==> config.mk <==
export PLATFORM = sky130hd
export DESIGN_NAME = dmi_script_driver
export DESIGN_NICKNAME = d
export VERILOG_FILES = /design/src/rtl/dmi_pkg.sv /design/src/rtl/dmi_script_mem.sv /design/src/rtl/dmi_script_driver.sv
export SDC_FILE = /design/constraint.sdc
export NUM_CORES = 1
export LEC_CHECK = 0
export ABC_AREA = 0
export CAP_MARGIN = 40
export CELL_PAD_IN_SITES_DETAIL_PLACEMENT = 1
export CELL_PAD_IN_SITES_GLOBAL_PLACEMENT = 2
export CORE_UTILIZATION = 47
export DETAILED_ROUTE_END_ITERATION = 6
export GPL_TIMING_DRIVEN = 0
export MAX_ROUTING_LAYER = met4
export PLACE_DENSITY_LB_ADDON = 0.1
export RECOVER_POWER = 25
export SLEW_MARGIN = 15
export SYNTH_ARGS = -nofsm -noshare
export SYNTH_HDL_FRONTEND = slang
export SYNTH_HIERARCHICAL = 1
export SYNTH_SLANG_ARGS = --single-unit
==> constraint.sdc <==
create_clock -name clk -period 9.14 [get_ports clk]
set_clock_uncertainty 0.05 [all_clocks]
set_input_delay 0.914 -clock clk [delete_from_list [all_inputs] [get_ports clk]]
set_output_delay 0.914 -clock clk [all_outputs]
set_load 0.01 [all_outputs]
==> src/rtl/dmi_pkg.sv <==
// Shared types and helpers for the DMI script driver.
package dmi_pkg;

  typedef enum logic [1:0] {
    OP_NOP   = 2'd0,
    OP_READ  = 2'd1,
    OP_WRITE = 2'd2,
    OP_RSVD  = 2'd3
  } dmi_op_e;

  typedef enum logic [1:0] {
    RESP_OK     = 2'd0,
    RESP_RSVD   = 2'd1,
    RESP_FAILED = 2'd2,
    RESP_BUSY   = 2'd3
  } dmi_resp_e;

  typedef enum logic [1:0] {
    ST_IDLE,
    ST_REQ,
    ST_RESP,
    ST_DONE
  } state_e;

  localparam logic [1:0] REASON_RESP_FAIL      = 2'd1;
  localparam logic [1:0] REASON_BUSY_EXHAUSTED = 2'd2;
  localparam logic [1:0] REASON_COMPARE_FAIL   = 2'd3;

  localparam logic [31:0] EXIT_PASS = 32'd1;

  // Failure exit value: ((entry+1) + 256*reason) << 1 | 1, entry is zero-based.
  function automatic logic [31:0] exit_code(input logic [15:0] entry, input logic [1:0] reason);
    logic [31:0] code;
    code = 32'(entry) + 32'd1 + (32'(reason) << 8);
    return {code[30:0], 1'b1};
  endfunction

endpackage

==> src/rtl/dmi_script_mem.sv <==
// Script storage: one write port, one combinational read port.
module dmi_script_mem #(
  parameter int ADDR_WIDTH = 7,
  parameter int DATA_WIDTH = 32,
  parameter int DEPTH      = 16
) (
  input  logic                     clk,
  input  logic                     we,
  input  logic [$clog2(DEPTH)-1:0] wr_idx,
  input  logic [1:0]               wr_op,
  input  logic                     wr_poll,
  input  logic [ADDR_WIDTH-1:0]    wr_addr,
  input  logic [DATA_WIDTH-1:0]    wr_data,
  input  logic [DATA_WIDTH-1:0]    wr_mask,
  input  logic [$clog2(DEPTH)-1:0] rd_idx,
  output logic [1:0]               rd_op,
  output logic                     rd_poll,
  output logic [ADDR_WIDTH-1:0]    rd_addr,
  output logic [DATA_WIDTH-1:0]    rd_data,
  output logic [DATA_WIDTH-1:0]    rd_mask
);

  logic [1:0]            op_mem   [DEPTH];
  logic                  poll_mem [DEPTH];
  logic [ADDR_WIDTH-1:0] addr_mem [DEPTH];
  logic [DATA_WIDTH-1:0] data_mem [DEPTH];
  logic [DATA_WIDTH-1:0] mask_mem [DEPTH];

  // Entry write; contents are intentionally not reset.
  always_ff @(posedge clk) begin
    if (we) begin
      op_mem[wr_idx]   <= wr_op;
      poll_mem[wr_idx] <= wr_poll;
      addr_mem[wr_idx] <= wr_addr;
      data_mem[wr_idx] <= wr_data;
      mask_mem[wr_idx] <= wr_mask;
    end
  end

  assign rd_op   = op_mem[rd_idx];
  assign rd_poll = poll_mem[rd_idx];
  assign rd_addr = addr_mem[rd_idx];
  assign rd_data = data_mem[rd_idx];
  assign rd_mask = mask_mem[rd_idx];

endmodule

==> src/rtl/dmi_script_driver.sv <==
// Replays a loaded DMI script over the req/resp handshake and reports via exit.
module dmi_script_driver
  import dmi_pkg::*;
#(
  parameter int ADDR_WIDTH  = 7,
  parameter int DATA_WIDTH  = 32,
  parameter int DEPTH       = 16,
  parameter int RETRY_WIDTH = 8
) (
  input  logic                         clk,
  input  logic                         reset,
  input  logic                         start,
  input  logic [$clog2(DEPTH+1)-1:0]   num_ops,
  input  logic                         load_en,
  input  logic [$clog2(DEPTH)-1:0]     load_idx,
  input  logic [1:0]                   load_op,
  input  logic                         load_poll,
  input  logic [ADDR_WIDTH-1:0]        load_addr,
  input  logic [DATA_WIDTH-1:0]        load_data,
  input  logic [DATA_WIDTH-1:0]        load_mask,
  output logic                         debug_req_valid,
  input  logic                         debug_req_ready,
  output logic [ADDR_WIDTH-1:0]        debug_req_bits_addr,
  output logic [1:0]                   debug_req_bits_op,
  output logic [DATA_WIDTH-1:0]        debug_req_bits_data,
  input  logic                         debug_resp_valid,
  output logic                         debug_resp_ready,
  input  logic [1:0]                   debug_resp_bits_resp,
  input  logic [DATA_WIDTH-1:0]        debug_resp_bits_data,
  output logic                         busy,
  output logic [DATA_WIDTH-1:0]        last_rdata,
  output logic [31:0]                  exit
);

  localparam int NW = $clog2(DEPTH+1);
  localparam int IW = $clog2(DEPTH);
  localparam logic [RETRY_WIDTH-1:0] RETRY_LAST = {{(RETRY_WIDTH-1){1'b1}}, 1'b0};

  state_e                 state;
  logic [IW-1:0]          idx;
  logic [IW-1:0]          last_idx;
  logic [RETRY_WIDTH-1:0] retry;
  dmi_op_e                cur_op;
  logic                   cur_poll;
  logic [DATA_WIDTH-1:0]  cur_data;
  logic [DATA_WIDTH-1:0]  cur_mask;

  logic [IW-1:0]          rd_idx;
  logic [1:0]             m_op;
  logic                   m_poll;
  logic [ADDR_WIDTH-1:0]  m_addr;
  logic [DATA_WIDTH-1:0]  m_data;
  logic [DATA_WIDTH-1:0]  m_mask;

  dmi_op_e                nxt_op;
  logic [DATA_WIDTH-1:0]  nxt_bus_data;
  logic [NW-1:0]          ops_clamped;
  logic [IW-1:0]          start_last;
  logic                   match;

  // The active entry lives in cur_* registers, so the read port can look ahead to idx+1.
  assign rd_idx = (state == ST_REQ || state == ST_RESP) ? idx + 1'b1 : '0;

  dmi_script_mem #(
    .ADDR_WIDTH (ADDR_WIDTH),
    .DATA_WIDTH (DATA_WIDTH),
    .DEPTH      (DEPTH)
  ) u_mem (
    .clk     (clk),
    .we      (load_en && !busy),
    .wr_idx  (load_idx),
    .wr_op   (load_op),
    .wr_poll (load_poll),
    .wr_addr (load_addr),
    .wr_data (load_data),
    .wr_mask (load_mask),
    .rd_idx  (rd_idx),
    .rd_op   (m_op),
    .rd_poll (m_poll),
    .rd_addr (m_addr),
    .rd_data (m_data),
    .rd_mask (m_mask)
  );

  // Decode the next entry's bus fields and the clamped run length.
  always_comb begin
    nxt_op       = (dmi_op_e'(m_op) == OP_RSVD) ? OP_NOP : dmi_op_e'(m_op);
    nxt_bus_data = (nxt_op == OP_WRITE) ? m_data : '0;
    ops_clamped  = (num_ops > NW'(DEPTH)) ? NW'(DEPTH) : num_ops;
    start_last   = IW'(ops_clamped - 1'b1);
    match        = ((debug_resp_bits_data & cur_mask) == (cur_data & cur_mask));
  end

  // Script sequencer with registered handshake and status outputs.
  always_ff @(posedge clk) begin
    if (reset) begin
      state               <= ST_IDLE;
      debug_req_valid     <= 1'b0;
      debug_resp_ready    <= 1'b0;
      debug_req_bits_addr <= '0;
      debug_req_bits_op   <= '0;
      debug_req_bits_data <= '0;
      busy                <= 1'b0;
      last_rdata          <= '0;
      exit                <= '0;
      idx                 <= '0;
      last_idx            <= '0;
      retry               <= '0;
      cur_op              <= OP_NOP;
      cur_poll            <= 1'b0;
      cur_data            <= '0;
      cur_mask            <= '0;
    end else begin
      case (state)
        ST_IDLE, ST_DONE: begin
          if (start) begin
            exit  <= '0;
            retry <= '0;
            idx   <= '0;
            if (num_ops == '0) begin
              state <= ST_DONE;
              exit  <= EXIT_PASS;
            end else begin
              state               <= ST_REQ;
              busy                <= 1'b1;
              last_idx            <= start_last;
              debug_req_valid     <= 1'b1;
              debug_req_bits_addr <= m_addr;
              debug_req_bits_op   <= nxt_op;
              debug_req_bits_data <= nxt_bus_data;
              cur_op              <= nxt_op;
              cur_poll            <= m_poll;
              cur_data            <= m_data;
              cur_mask            <= m_mask;
            end
          end
        end

        ST_REQ: begin
          if (debug_req_ready) begin
            debug_req_valid  <= 1'b0;
            debug_resp_ready <= 1'b1;
            state            <= ST_RESP;
          end
        end

        ST_RESP: begin
          if (debug_resp_valid) begin
            debug_resp_ready <= 1'b0;
            case (dmi_resp_e'(debug_resp_bits_resp))
              RESP_BUSY: begin
                if (retry == RETRY_LAST) begin
                  state <= ST_DONE;
                  busy  <= 1'b0;
                  exit  <= exit_code(16'(idx), REASON_BUSY_EXHAUSTED);
                end else begin
                  retry           <= retry + 1'b1;
                  debug_req_valid <= 1'b1;
                  state           <= ST_REQ;
                end
              end
              RESP_FAILED, RESP_RSVD: begin
                state <= ST_DONE;
                busy  <= 1'b0;
                exit  <= exit_code(16'(idx), REASON_RESP_FAIL);
              end
              default: begin
                if (cur_op == OP_READ) begin
                  last_rdata <= debug_resp_bits_data;
                end
                if (cur_op == OP_READ && !match) begin
                  if (cur_poll && retry != RETRY_LAST) begin
                    retry           <= retry + 1'b1;
                    debug_req_valid <= 1'b1;
                    state           <= ST_REQ;
                  end else begin
                    state <= ST_DONE;
                    busy  <= 1'b0;
                    exit  <= exit_code(16'(idx), REASON_COMPARE_FAIL);
                  end
                end else begin
                  retry <= '0;
                  if (idx == last_idx) begin
                    state <= ST_DONE;
                    busy  <= 1'b0;
                    exit  <= EXIT_PASS;
                  end else begin
                    idx                 <= idx + 1'b1;
                    state               <= ST_REQ;
                    debug_req_valid     <= 1'b1;
                    debug_req_bits_addr <= m_addr;
                    debug_req_bits_op   <= nxt_op;
                    debug_req_bits_data <= nxt_bus_data;
                    cur_op              <= nxt_op;
                    cur_poll            <= m_poll;
                    cur_data            <= m_data;
                    cur_mask            <= m_mask;
                  end
                end
              end
            endcase
          end
        end

        default: state <= ST_IDLE;
      endcase
    end
  end

endmodule

==> summary.md, run 1 <==
| Metric | Value |
|---|---|
| CTS Hold Buffers Added | `0` |
| Cell family with the largest share of critical-path delay | `buffers and inverters` |
| Power per standard cell area | `~260 mW/mm^2` |
| Number of flops mapped to enable cells by yosys | `~1.2k` |
| Dpl hpwl | `about 100000 um` |
| Post-layout utilization of the core | `a little under three fifths` |
| Predominant post-synthesis flop cell | `edfxtp_1` |
| Clock power frac | `roughly a third` |
| Crit share post-route | `54.7%` |
| TritonCTS clock tree | `built` |
| Setup repair after global routing missed its margin | `false` |
| Overflow left after global routing | `0` |
| IR Drop Worst-Case VDD | `roughly 0.00015 V` |
| WL/cell | `31.2 um` |
| Maximum root-to-sink buffer count | `3` |
| Number of sinks handled by clock tree synthesis | `between 1k and 1.5k` |
| Number of nets in the layout | `about 3.3k` |
| Count of pins on the block boundary | `231` |
| Class of the tightest hold or removal check | `reg -> reg` |
| Initial cell density of the core | `around 48%` |
| Placed Instance Area | `about 0.057 sq mm` |
| Die ar. | `~0.11 sq mm` |
| Chip width | `between 300 and 400 um` |
| Total of endpoints with negative setup slack in the final report | `0` |
| Post-Syn Area per Cell | `roughly 19 sq um` |
| Row count | `120` |
| Total wire length | `between 100000 and 150000 um` |
| DRC violation total after the first TritonRoute iteration | `approximately 2.8k` |
| Count of different cell masters after synthesis | `57` |
| Post-synthesis instance total | `between 2k and 3k` |
| Most used cell along the critical path | `clkbuf_1` |
| Startpoint of the worst hold path | `debug_req_bits_data[9]` |
| Root buffer cell | `clkbuf_16` |
| Leak | `roughly 20 nW` |
| Area share of the largest cell type after synthesis | `about 69%` |
| Worst Reg-to-Reg Cells | `15` |
| Endpoint of the worst-slack reg-to-reg timing path | `debug_req_bits_data[17]` |
| Category of the worst setup path capture point | `register` |
| Max Cap Violations | `0` |
| Final worst path period need | `5.00 ns` |
| Dominant cell by count in the synthesized netlist | `edfxtp_1` |
| Top cells by count, synth | `edfxtp_1 (1184), nand2_1 (330), mux4_2 (296), dfxtp_1 (167), a22oi_1 (165)` |
| Area contributors post-synth | `edfxtp_1 (69%), mux4_2 (13%), dfxtp_1 (6.5%), a22oi_1 (2.4%), nand2_1 (2.4%)` |
| Final std cell area, no fill | `between 0.06 and 0.07 sq mm` |
| Final weighted congestion in routability-driven placement | `slightly below 0.9` |
| Area of the core | `roughly 0.11 sq mm` |
| Global-route total usage across every layer | `about 28%` |
| Buffers added on ports | `~210` |
| Startpoint type of the worst setup path | `register` |
| Maximum clock frequency | `200 MHz` |
| Hold depth | `2` |
| Hold path endpoint | `debug_req_bits_data[9]` |
| Hold Vio Cnt, Final | `0` |
| Clk slew on worst S/H paths | `approximately 0.060 ns` |
| Flop-to-flop setup slack | `around 4.1 ns` |
| Arr. time, crit path | `between 5 and 6 ns` |
| Layout area overhead | `20.0%` |
| Worst slew margin | `about 39%` |
| Startpoint of the worst-slack reg-to-reg timing path | `state[0]` |
| Relative contribution of combinational cells to total power | `between 20% and 30%` |
| Sequential area share after synthesis | `between 70% and 80%` |
| Number of levels in the clock H-tree | `4` |
| Vias/cell | `approximately 6` |
| Largest area contributor in the netlist | `edfxtp_1` |
| Crit path largest cell delay | `0.66 ns` |
| Register share of total power | `between 40% and 50%` |
| Antenna violations before repair | `18` |
| Filler cells | `roughly 9.6k` |
| Largest net degree at the start of global routing | `21` |
| Number of buffers and inverters on the critical path | `7` |
| Total via count after detailed routing | `28.4k` |
| Yosys reg bits | `around 1.4k` |
| CP max FO | `10` |
| Share of synthesized registers carrying an async set or reset | `0%` |
| Post-Synthesis Cell Area | `0.0514 sq mm` |
| Cell internal power dissipation | `11.8 mW` |
| Vertical die dimension | `roughly 330 um` |
| Fraction of layout cells with a size suffix above 1 | `21.5%` |
| Post-route antenna net violation count | `0` |
| Number of clock buffers inserted by TritonCTS | `roughly 140` |
| Result of the run | `finished, final reports clean` |
| DR pass1 iterations | `5` |
| Vias in the first global route | `about 30k` |
| CP max stage cell | `buf_1` |
| Cell-by-cell trace of the critical path | `inv_1 > ha_1 > clkbuf_1 > nor2_1 > buf_4 > buf_2 > buf_1 > mux4_2 > a22oi_1 > nand2_1 > nor2b_1 > clkbuf_1 > clkbuf_1 > nand3_1 > a21oi_1` |
| Reported net switching power | `between 4 and 5 mW` |
| Worst slew pin tran | `between 0.9 and 1 ns` |
| Warnings, synthesis | `6` |
| # DRC | `0` |
| Required @ worst endpoint | `between 9 and 10 ns` |
| Wire length of the first global-routing pass | `around 210000 um` |
| Switching part of the total power | `between 20 and 30%` |
| Number of post-CTS setup repair buffers | `0` |
| Worst-skew pair later-pin latency | `0.76 ns` |
| Max-slew violation total from the final report | `0` |
| Critical path type | `reg -> reg` |
| Count of instances resized after the clock tree is built | `0` |
## power by group through the flow
stage               Sequential [mW]  Combinational, mW  Clock (mW)
floorplan                      7.22               2.35           0
global placement               7.28               3.42           0
detailed placement             7.26               3.54           0
CTS                            7.13               3.56        5.69
global route                   7.15               3.74        5.89
finish                         7.13               3.50        5.59
## state kept, by name, indices dropped and copies added (netlist names), 32 cells and up
| name | count |
|---|---|
| u_mem/addr_mem | 112 |
| u_mem/mask_mem | 512 |
| u_mem/op_mem | 32 |
| debug_req_bits_data | 32 |
| cur_mask | 32 |
| last_rdata | 32 |
| cur_data | 32 |
| u_mem/data_mem | 512 |
## kinds of logic after synthesis
family | share of synthesized area, %
compound gates | 4.39
xor+xnor | 0.750
fa+ha+maj | 0.219
buf+inv | 1.95
flops | 75.7
mux | 13.1
other cells | 0.00730
simple gates | 3.89
## layer usage
metal  vias up  share of wire, %  GRT usage (%)
li1      11890                 -              -
met1     15156                43           39.1
met2      1128                47           42.2
met3       214               7.8           4.94
met4         0               2.4           7.64
met5         -                 0              -
## layout by cell type (no fill, tap or decap), types with 40 or more instances in the layout
cell,instances
a22oi_1,165
buf_6,40
clkdlybuf4s50_1,161
a21oi_1,145
mux4_2,296
dfxtp_1,167
buf_4,74
clkbuf_16,145
nand2_1,330
nand3_1,43
xor2_1,41
edfxtp_1,1184
clkbuf_1,130
dlygate4sd3_1,45
## metrics by stage
step	power, mW	hold WS, ns	cells	TNS (ns)	worst slack [ns]
final	16.2	0.405	4745	0	4.14
after global routing	16.8	0.420	4745	0	3.83
after CTS	16.4	0.407	4733	0	4.10
after detailed placement	10.8	0.399	4468	0	4.20
after global placement	10.7	0.394	4355	-2292.17	-5.80
after floorplan	9.57	0.386	2746	0	1.93
## worst max-delay path by stage
| stage | start | end | slack, ns | cells past startpoint |
|---|---|---|---|---|
| after floorplan | load_en | u_mem/addr_mem[0][0] | 1.93 | 3 |
| after global placement | load_en | u_mem/addr_mem[0][2] | -5.80 | 4 |
| after detailed placement | debug_resp_bits_data[28] | debug_req_bits_addr[3] | 4.20 | 11 |
| after CTS | state[0] | debug_req_bits_data[17] | 4.10 | 15 |
| after global routing | state[0] | debug_req_bits_data[17] | 3.83 | 15 |
| final | state[0] | debug_req_bits_data[17] | 4.14 | 15 |
## layout make-up
class	instances	area [sq um]	share of cell area [%]
Timing Repair Buffer	322	3780	6.13
Sequential cell	1351	38900	63.1
Tap cell	1403	1760	2.85
Inverter	14	52.6	0.0852
Buffer	180	950	1.54
Multi-Input combinational cell	1201	11700	19.0
Antenna cell	9	22.5	0.0365
Clock inverter	61	548	0.889
Clock buffer	204	3980	6.45
## worst reg2reg max path: cells and delay by family (launching register included)
family,cells,cell delay (ns)
flops,1,0.38
mux,1,0.42
buf+inv,7,2.63
fa+ha+maj,1,0.28
simple gates,4,0.79
compound gates,2,0.36
(Power assumes the default switching activity.)
==> run 2, diff against run 1 <==
--- a/config.mk
+++ b/config.mk
@@ -9,7 +9,7 @@
 export CAP_MARGIN = 40
 export CELL_PAD_IN_SITES_DETAIL_PLACEMENT = 1
 export CELL_PAD_IN_SITES_GLOBAL_PLACEMENT = 2
-export CORE_UTILIZATION = 47
+export CORE_UTILIZATION = 42
 export DETAILED_ROUTE_END_ITERATION = 6
 export GPL_TIMING_DRIVEN = 0
 export MAX_ROUTING_LAYER = met4
==> constraint.sdc (replaced) <==
create_clock -name clk -period 4.1 [get_ports clk]
set_clock_uncertainty 0.05 [all_clocks]
set_input_delay 0.41 -clock clk [delete_from_list [all_inputs] [get_ports clk]]
set_output_delay 0.41 -clock clk [all_outputs]
set_load 0.01 [all_outputs]
==> summary.md, run 2 (synthesized netlist as in run 1, its figures left out) <==
| Metric | Value |
|---|---|
| Global-route total usage across every layer | `25.7% (-2.1 points)` |
| Number of post-CTS setup repair buffers | `0 (unchanged)` |
| TNS Setup | `0 ns (unchanged)` |
| CTS Hold Buffers Added | `0 (unchanged)` |
| Multi-input gate area in the final layout | `0.0117 sq mm (+0.26%)` |
| Register cell area after layout | `0.0389 sq mm (unchanged)` |
| Initial cell density of the core | `42.6% (-5.1 points)` |
| Required @ worst endpoint | `4.72 ns (-5.03 ns)` |
| Hold Slack | `0.269 ns (-0.136 ns)` |
| Area of the core | `0.121 sq mm (+12%)` |
| Number of buffers and inverters on the critical path | `6 (-1)` |
| Startpoint type of the worst setup path | `register` |
| Number of nets in the layout | `3328 (-0.51%)` |
| Commonest non-fill, non-tap cells in the layout | `edfxtp_1 (1184), nand2_1 (329), mux4_2 (296), dfxtp_1 (167), a22oi_1 (165)` |
| Worst slew pin tran | `0.929 ns (+0.0186 ns)` |
| Setup repair after global routing missed its margin | `false` |
| Number of clock buffers inserted by TritonCTS | `145 (+1.4%)` |
| Layout area overhead | `21.5%` |
| Number of sinks handled by clock tree synthesis | `1351 (unchanged)` |
| Final Worst Setup Slack | `0.169 ns (-3.97 ns)` |
| Vias/cell | `5.71 (-4.6%)` |
| Result of the run | `finished, final reports clean` |
| Dpl hpwl | `106000 um (+2.9%)` |
| DRC violation total after the first TritonRoute iteration | `2600 (-5.9%)` |
| Category of the worst setup path capture point | `register` |
| Final worst path period need | `3.93 ns (-1.07 ns)` |
| Maximum root-to-sink buffer count | `3 (unchanged)` |
| IR Drop Worst-Case VDD | `0.000435 V (+180%)` |
| Class of the tightest hold or removal check | `in -> reg` |
| Wire length of the first global-routing pass | `215000 um (+1.6%)` |
| Highest routed layer | `met4` |
| Worst slew margin | `38.0% (-1.2 points)` |
| Row count | `127 (+5.8%)` |
| Crit share post-route | `95.9% (+41 points)` |
| Pre-CTS worst setup slack | `-1.09 ns (-5.29 ns)` |
| Post-route antenna net violation count | `0 (unchanged)` |
| Count of pins on the block boundary | `231 (unchanged)` |
| Leak | `19.9 nW (+1.0%)` |
| CP max stage cell | `mux4_2` |
| Max-slew violation total from the final report | `0 (unchanged)` |
| CP max FO | `10 (unchanged)` |
| Final weighted congestion in routability-driven placement | `0.862 (-0.82%)` |
| Routed wire length on met2 | `70800 um (+2.0%)` |
| Most used cell along the critical path | `buf_6` |
| Max Cap Violations | `0 (unchanged)` |
| Buffers added on ports | `206 (unchanged)` |
| Die ar. | `0.124 sq mm (+12%)` |
| Root buffer cell | `clkbuf_16` |
| Overflow left after global routing | `0 (unchanged)` |
| Fraction of layout cells with a size suffix above 1 | `21.9% (+0.47 points)` |
| Worst-skew pair later-pin latency | `0.77 ns (about the same)` |
| Filler cells | `10.9k (+14%)` |
| Vertical die dimension | `352 um (+5.8%)` |
| Power per standard cell area | `589 mW/mm^2 (+120%)` |
| Antenna violations before repair | `14 (-4)` |
| Total length of routed met3 wires | `11500 um (-0.67%)` |
| Critical path type | `reg -> reg` |
| Regs by FF count | `u_mem/data_mem (512), u_mem/mask_mem (512), u_mem/addr_mem (112)` |
| Post-layout utilization of the core | `51.8% (-5.4 points)` |
| Largest net degree at the start of global routing | `21 (unchanged)` |
| Cell-by-cell trace of the critical path | `inv_1 > ha_2 > nor2_1 > buf_6 > buf_6 > buf_6 > mux4_2 > a22oi_1 > nand2_2 > nor2b_1 > clkbuf_2 > clkbuf_4 > nand3_1 > a21oi_1` |
| Sum of internal, switching and leakage power | `36.8 mW (+130%)` |
| # DRC | `0 (unchanged)` |
| Crit path largest cell delay | `0.54 ns (-0.12 ns)` |
| DR pass1 iterations | `5 (unchanged)` |
| Hold Vio Cnt, Final | `0 (unchanged)` |
| TritonCTS clock tree | `built` |
| Total wire length | `152000 um (+2.7%)` |
| Total via count after detailed routing | `28.1k (-0.86%)` |
| Arr. time, crit path | `4.55 ns (-1.06 ns)` |
| Routed length on met1 | `65600 um (+3.1%)` |
| Maximum clock frequency | `254 MHz (+27%)` |
| Chip width | `352 um (+5.8%)` |
| WL/cell | `30.8 um (-1.2%)` |
| Most common cell after layout, fill and taps aside | `edfxtp_1` |
| Cell family with the largest share of critical-path delay | `buffers and inverters` |
| Vias in the first global route | `29.5k (+0.30%)` |
| Clk slew on worst S/H paths | `0.06 ns (about the same)` |
| Number of levels in the clock H-tree | `4 (unchanged)` |
| Total of endpoints with negative setup slack in the final report | `0 (unchanged)` |
run 2: cell types whose count changed in the layout (fill, tap and decap cells not counted), moves of 5 or more:
cell / change
buf_4: -35
clkbuf_1: -27
buf_6: -9
clkbuf_8: -10
buf_16: +11
bufinv_16: +7
inv_6: -5
buf_8: +21
clkinv_2: +15
run 2: stage by stage:
step | std cells | cell area [sq um]
after global placement | 4564 | 55600
after CTS | 4927 | 62400
after global routing | 4931 | 62400
after detailed placement | 4663 | 57600
final | 4933 | 62400
after floorplan | 2746 | 51500
run 2: final timing paths:
| kind | from | endpoint | slack (ns) | cells past startpoint |
|---|---|---|---|---|
| worst max register to register | state[0] | debug_req_bits_data[9] | 0.17 | 14 |
| worst min-delay path | debug_resp_bits_data[6] | last_rdata[6] | 0.27 | 3 |
| worst max-delay path | state[0] | debug_req_bits_data[9] | 0.17 | 14 |
| worst min register to register | debug_req_bits_data[22] | debug_req_bits_data[22] | 0.41 | 2 |
run 2: repair_timing:
action,4_1_cts,5_1_grt
resized for setup,24,5
cloned,0,0
endpoints found under the setup margin,33,26
run 2: tightest hold or removal path, stage by stage:
cell and delay (ns):
clkdlybuf4s50_1 0.46, nand2_1 0.08, a21oi_1 0.06
run 2: where the power goes:
| group | internal, mW | leakage, nW | switching, mW |
|---|---|---|---|
| combinational | 3.59 | 5.54 | 4.29 |
| sequential | 15.5 | 12.0 | 0.373 |
| clock | 7.52 | 2.33 | 5.49 |
run 2: area by class of cell:
type	instances	area share [%]
Tap cell	1612	3.23
Clock inverter	88	1.52
Inverter	14	0.0842
Timing Repair Buffer	307	6.39
Sequential cell	1351	62.3
Buffer	176	1.57
Multi-Input combinational cell	1201	18.8
Antenna cell	5	0.0200
Clock buffer	179	6.12
run 2: per-layer routing:
layer / track usage [%] / vias to the layer above
li1: - / 11850
met1: 35.1 / 14991
met2: 38.8 / 1068
met3: 5.83 / 235
met4: 7.46 / 0
met5: - / -
